File: config.mk
export PLATFORM = sky130hd
export DESIGN_NAME = acc_seq_8bit
export DESIGN_NICKNAME = d
export VERILOG_FILES = /design/src/rtl/acc_seq_8bit.sv
export SDC_FILE = /design/constraint.sdc
export NUM_CORES = 1
export LEC_CHECK = 0
export ABC_CLOCK_PERIOD_IN_PS = 1200
export BUFFER_PORTS_ARGS = -buffer_cell sky130_fd_sc_hd__buf_2
export CAP_MARGIN = 20
export CORE_MARGIN = 2
export CORE_UTILIZATION = 41
export CTS_CLUSTER_SIZE = 8
export DETAILED_ROUTE_END_ITERATION = 10
export PLACE_DENSITY = 0.8
export SYNTH_ARGS = -nofsm -noshare
export SYNTH_HDL_FRONTEND = slang
export SYNTH_SLANG_ARGS = --single-unit
File: constraint.sdc
create_clock -name clk -period 1.2 [get_ports clk]
set_input_delay 0.24 -clock clk [delete_from_list [all_inputs] [get_ports clk]]
set_output_delay 0.24 -clock clk [all_outputs]
set_load 0.05 [all_outputs]
File: src/rtl/acc_seq_8bit.sv
// acc_seq_8bit: command sequencer wrapped around an external 8-bit add/sub stage.
// One command is taken per IDLE->EXEC->HOLD->IDLE pass. The adder inputs are
// driven straight from flops, and its result is folded back into the accumulator
// together with overflow detection and optional saturation.
//
// Handshakes: a transfer on either port happens at a rising clk edge where
// valid and ready are both 1. in_ready is high only in IDLE. out_valid rises
// on entry to HOLD, and the outputs then stay frozen until out_ready is seen.
module acc_seq_8bit #(
  parameter bit SATURATE = 1'b0,
  parameter int CNT_W    = 8
) (
  input  logic             clk,
  input  logic             rst,
  input  logic             in_valid,
  output logic             in_ready,
  input  logic [1:0]       in_cmd,
  input  logic [7:0]       in_data,
  input  logic             in_ci,
  output logic             add_op,
  output logic             add_ci,
  output logic [7:0]       add_x,
  output logic [7:0]       add_y,
  input  logic [7:0]       add_r,
  output logic             out_valid,
  input  logic             out_ready,
  output logic [7:0]       out_acc,
  output logic             out_of,
  output logic             sticky_of,
  output logic [CNT_W-1:0] op_count,
  output logic [1:0]       dbg_state
);

  localparam logic [1:0] CMD_ADD   = 2'b00;
  localparam logic [1:0] CMD_SUB   = 2'b01;
  localparam logic [1:0] CMD_LOAD  = 2'b10;
  localparam logic [1:0] CMD_CLEAR = 2'b11;

  typedef enum logic [1:0] {
    S_IDLE = 2'd0,
    S_EXEC = 2'd1,
    S_HOLD = 2'd2
  } state_t;

  state_t           state_q, state_d;
  logic [1:0]       cmd_q, cmd_d;
  logic [7:0]       data_q, data_d;
  logic             ci_q, ci_d;
  logic [7:0]       acc_q, acc_d;
  logic             of_q, of_d;
  logic             sticky_q, sticky_d;
  logic [CNT_W-1:0] cnt_q, cnt_d;
  logic             out_valid_q, out_valid_d;

  logic             is_sub;
  logic             x_msb;
  logic             y_msb;
  logic             r_msb;
  logic             ovf;
  logic [7:0]       arith_res;

  // Signed overflow of the adder result, judged on the operands actually driven out.
  always_comb begin
    is_sub = (cmd_q == CMD_SUB);
    x_msb  = acc_q[7];
    y_msb  = data_q[7];
    r_msb  = add_r[7];
    if (is_sub) begin
      ovf = (x_msb != y_msb) && (r_msb != x_msb);
    end else begin
      ovf = (x_msb == y_msb) && (r_msb != x_msb);
    end
    // On overflow the clamp direction follows the sign of the old accumulator.
    if (SATURATE && ovf) begin
      arith_res = x_msb ? 8'h80 : 8'h7F;
    end else begin
      arith_res = add_r;
    end
  end

  // Next-state and datapath update for the three-phase command sequence.
  always_comb begin
    state_d     = state_q;
    cmd_d       = cmd_q;
    data_d      = data_q;
    ci_d        = ci_q;
    acc_d       = acc_q;
    of_d        = of_q;
    sticky_d    = sticky_q;
    cnt_d       = cnt_q;
    out_valid_d = out_valid_q;
    case (state_q)
      S_IDLE: begin
        if (in_valid) begin
          cmd_d   = in_cmd;
          data_d  = in_data;
          ci_d    = in_ci;
          state_d = S_EXEC;
        end
      end
      S_EXEC: begin
        case (cmd_q)
          CMD_ADD, CMD_SUB: begin
            acc_d    = arith_res;
            of_d     = ovf;
            sticky_d = sticky_q | ovf;
          end
          CMD_LOAD: begin
            acc_d = data_q;
            of_d  = 1'b0;
          end
          CMD_CLEAR: begin
            acc_d    = 8'h00;
            of_d     = 1'b0;
            sticky_d = 1'b0;
          end
          default: begin
            acc_d = acc_q;
          end
        endcase
        cnt_d       = cnt_q + CNT_W'(1);
        out_valid_d = 1'b1;
        state_d     = S_HOLD;
      end
      S_HOLD: begin
        // No bypass to a new accept here: the next command waits for IDLE.
        if (out_ready) begin
          out_valid_d = 1'b0;
          state_d     = S_IDLE;
        end
      end
      default: begin
        state_d     = S_IDLE;
        out_valid_d = 1'b0;
      end
    endcase
  end

  // State and datapath registers; reset drops any command in flight.
  always_ff @(posedge clk) begin
    if (rst) begin
      state_q     <= S_IDLE;
      cmd_q       <= 2'b00;
      data_q      <= 8'h00;
      ci_q        <= 1'b0;
      acc_q       <= 8'h00;
      of_q        <= 1'b0;
      sticky_q    <= 1'b0;
      cnt_q       <= '0;
      out_valid_q <= 1'b0;
    end else begin
      state_q     <= state_d;
      cmd_q       <= cmd_d;
      data_q      <= data_d;
      ci_q        <= ci_d;
      acc_q       <= acc_d;
      of_q        <= of_d;
      sticky_q    <= sticky_d;
      cnt_q       <= cnt_d;
      out_valid_q <= out_valid_d;
    end
  end

  // Adder operands come straight from flops, so they are all zero after reset.
  always_comb begin
    add_x     = acc_q;
    add_y     = data_q;
    add_op    = (cmd_q == CMD_SUB);
    add_ci    = ci_q;
    in_ready  = (state_q == S_IDLE);
    out_valid = out_valid_q;
    out_acc   = acc_q;
    out_of    = of_q;
    sticky_of = sticky_q;
    op_count  = cnt_q;
    dbg_state = state_q;
  end

endmodule

==> impl_metrics.env <==
export IMPL_htreeDepth=2
export IMPL_drtPass1Iterations=4
export IMPL_setup_ws_ns=-0.202
export IMPL_grt_pass1_wl_mm=5.73
export IMPL_finalCritPeriodShare=1.17
export IMPL_met2WireLength_mm=1.88
export IMPL_yosysWarnings=0
export IMPL_holdBufCountCts=0
export IMPL_final_hold_viol_count=0
export IMPL_cts_root_buf="clkbuf_4"
export IMPL_syn_num_nets=181
export IMPL_antenna_found_initial=0
export IMPL_crit_type="flop to flop"
export IMPL_initial_core_util=0.423
export IMPL_postSynth_asyncResetShare=0
export IMPL_grt_max_degree=24
export IMPL_ys_types=28
export IMPL_globalplace_congestion=0.749
export IMPL_ant_nets=0
export IMPL_worstSkewPairLatency_ns=0.33
export IMPL_drt_iter0_markers=30
export IMPL_fmax_ghz=0.713
export IMPL_synth_ff_type="dfxtp_1"
export IMPL_dr_max_layer_used="met4"
export IMPL_synth_seq_area_share=0.458
export IMPL_power_density_nw_per_um2=1180
export IMPL_die_h_um=62.4
export IMPL_ys_ff_latch=32
export IMPL_required_ns=1.44
export IMPL_wl_met1_mm=1.56
export IMPL_vias_per_cell=4.92
export IMPL_dpl_cell_area_um2=1810
export IMPL_setup_tns_final_ns=-2.07
export IMPL_cts_reportedPaths_clkPinSlew_ns=0.10
export IMPL_dpl_hpwl_mm=2.56
export IMPL_cpMaxStageDelayCell="or4_1"
export IMPL_synth_edf_count=0
export IMPL_dp_cells=263
export IMPL_cp_top_family="simple AND/OR/NAND/NOR gates"
export IMPL_worst_setup_path_start_kind="flop"
export IMPL_wirelength_mm=3.67
export IMPL_p_sw_uw=821
export IMPL_cts_sinks=32
export IMPL_critical_path_buf_inv_count=0
export IMPL_path_cells="nand2b_2 -> or4_1 -> a21oi_1"
export IMPL_grt_pass1_vias=1294
export IMPL_fp_dieW_um=62.4
export IMPL_route_met3_wl_um=198
export IMPL_hold_path_class="input pin to flop"
export IMPL_rsz0062_at_grt="true"
export IMPL_drive_gt1_frac=0.487
export IMPL_nets=251
export IMPL_status="finished with violations"
export IMPL_syn_area_um2=1400
export IMPL_synthToLayoutAreaGrowth_pct=54.3
export IMPL_worst_pin_slew_ns=0.289
export IMPL_port_buffers=62
export IMPL_violations="setup timing"
export IMPL_switching_share=0.321
export IMPL_finClkSkew_ns=0.00949
export IMPL_io_pins=63
export IMPL_fp_row_count=21
export IMPL_sequentialPowerShare=0.456
export IMPL_final_cells=274
export IMPL_leakage_uw=0.000926
export IMPL_end_kind="flop"
export IMPL_crit_arrival_ns=1.65
export IMPL_clockBufferDepth=2
export IMPL_max_stage_delay_ns=0.55
export IMPL_synthCells=157
export IMPL_numCtsBuffers=5
export IMPL_n_antenna_cell=0
export IMPL_wl_per_cell_um=13.4
export IMPL_power_frac_comb=0.262
export IMPL_final_max_slew_viol_count=0
export IMPL_pre_cts_slack_ns=-0.0834
export IMPL_vias=1348
export IMPL_setup_violations=29
export IMPL_cts_tree="done"
export IMPL_critPathMaxFanout=5
export IMPL_design_area_um2=2160
export IMPL_grt_use_total=0.184
export IMPL_synth_area_per_cell_um2=8.92
export IMPL_period_minus_slack_ns=1.40
export IMPL_whs_ns=0.145
export IMPL_p_clk_frac=0.281
export IMPL_ir_drop_mv=0.842
export IMPL_slew_headroom=0.806
export IMPL_internal_power_uw=1740
export IMPL_drcViolationCount=0
export IMPL_coreArea_um2=3310
export IMPL_overflow=0
export IMPL_fp_dieArea_um2=3900
export IMPL_maxCapViolCount=0
## synthesized netlist by cell type, drive strengths merged, types with 3 or more instances
master	n	area share
a21oi	6	0.021
a31oi	9	0.040
buf	13	0.061
clkbuf	6	0.016
dfxtp	32	0.46
mux2i	11	0.079
nand2	19	0.051
nand3b	10	0.054
nor2	18	0.048
nor2b	5	0.022
o21ai	3	0.011
or4	3	0.016
xnor2	5	0.031
## layout by cell type, fill, tap and decap left out, drive strengths merged, types with 3 or more instances in the layout
| cell | instances |
|---|---|
| or4 | 3 |
| o21ai | 3 |
| nand3b | 10 |
| buf | 81 |
| mux2i | 11 |
| clkbuf | 8 |
| a21oi | 6 |
| nand2 | 19 |
| a31oi | 9 |
| nor2b | 5 |
| xnor2 | 5 |
| nor2 | 18 |
| dfxtp | 32 |
## tightest hold or removal path, cell delays in order
cell	delay, ns
buf_2	0.07
mux2i_1	0.05
nor2_1	0.07
## path summary, 6_finish.rpt
| kind | cells after the start | startpoint | to | slack, ns |
|---|---|---|---|---|
| worst max register to register | 3 | dbg_state[1] | op_count[5] | -0.20 |
| worst max-delay path | 3 | dbg_state[1] | op_count[5] | -0.20 |
| worst min-delay path | 3 | in_data[6] | add_y[6] | 0.15 |
| worst min register to register | 1 | sticky_of | sticky_of | 0.48 |
## registers in the layout, summed over array words and instances (netlist names)
| signal | flops |
|---|---|
| add_y | 8 |
| out_valid | 1 |
| dbg_state | 2 |
| cmd_q | 2 |
| op_count | 8 |
| sticky_of | 1 |
| out_of | 1 |
| add_ci | 1 |
| add_x | 8 |
## layer usage
metal	vias to the layer above	global-route usage
li1	677	-
met1	629	0.215
met2	38	0.321
met3	4	0.0595
met4	0	0.0556
met5	-	0
## power by group through the flow
stage | logic, µW | registers [µW] | clock network, µW
after floorplan | 261 | 1350 | 0
after global placement | 562 | 1180 | 0
after detailed placement | 569 | 1180 | 0
after CTS | 644 | 1160 | 730
after global routing | 705 | 1170 | 795
final | 671 | 1170 | 720
## repair_timing
| action | 4_1_cts | 5_1_grt |
|---|---|---|
| setup buffers | 2 | 1 |
| gates resized for setup | 58 | 32 |
| hold endpoints to repair | 0 | 0 |
| endpoints found under the setup margin | 41 | 52 |
| pin swaps | 1 | 3 |
## area by class of cell
class	count	area, µm²
fillers	271	1150
repair buffers	82	684
multi-input cells	105	679
flip-flops and latches	32	664
clock buffers	7	66.3
well taps	46	57.6
clock inverters	1	5.00
inverters	1	3.75
## stage by stage
stage	util	total power (µW)
after global placement	0.547	1740
after global routing	0.653	2670
after detailed placement	0.547	1750
after floorplan	-	1610
after CTS	0.625	2530
final	0.653	2560
## logic make-up (layout without fill, tap and decap cells)
logic type | Yosys count | after routing | synth area share
adders and majority gates | 1 | 1 | 0.00894
buffers and inverters | 20 | 91 | 0.0795
AOI/OAI and AO/OA | 21 | 21 | 0.0894
muxes | 12 | 12 | 0.0867
and+or+nand+nor | 66 | 66 | 0.247
xor gates and xnor gates | 5 | 5 | 0.0313
DFF | 32 | 32 | 0.458
Note: power is estimated with default switching activity, not from simulation.
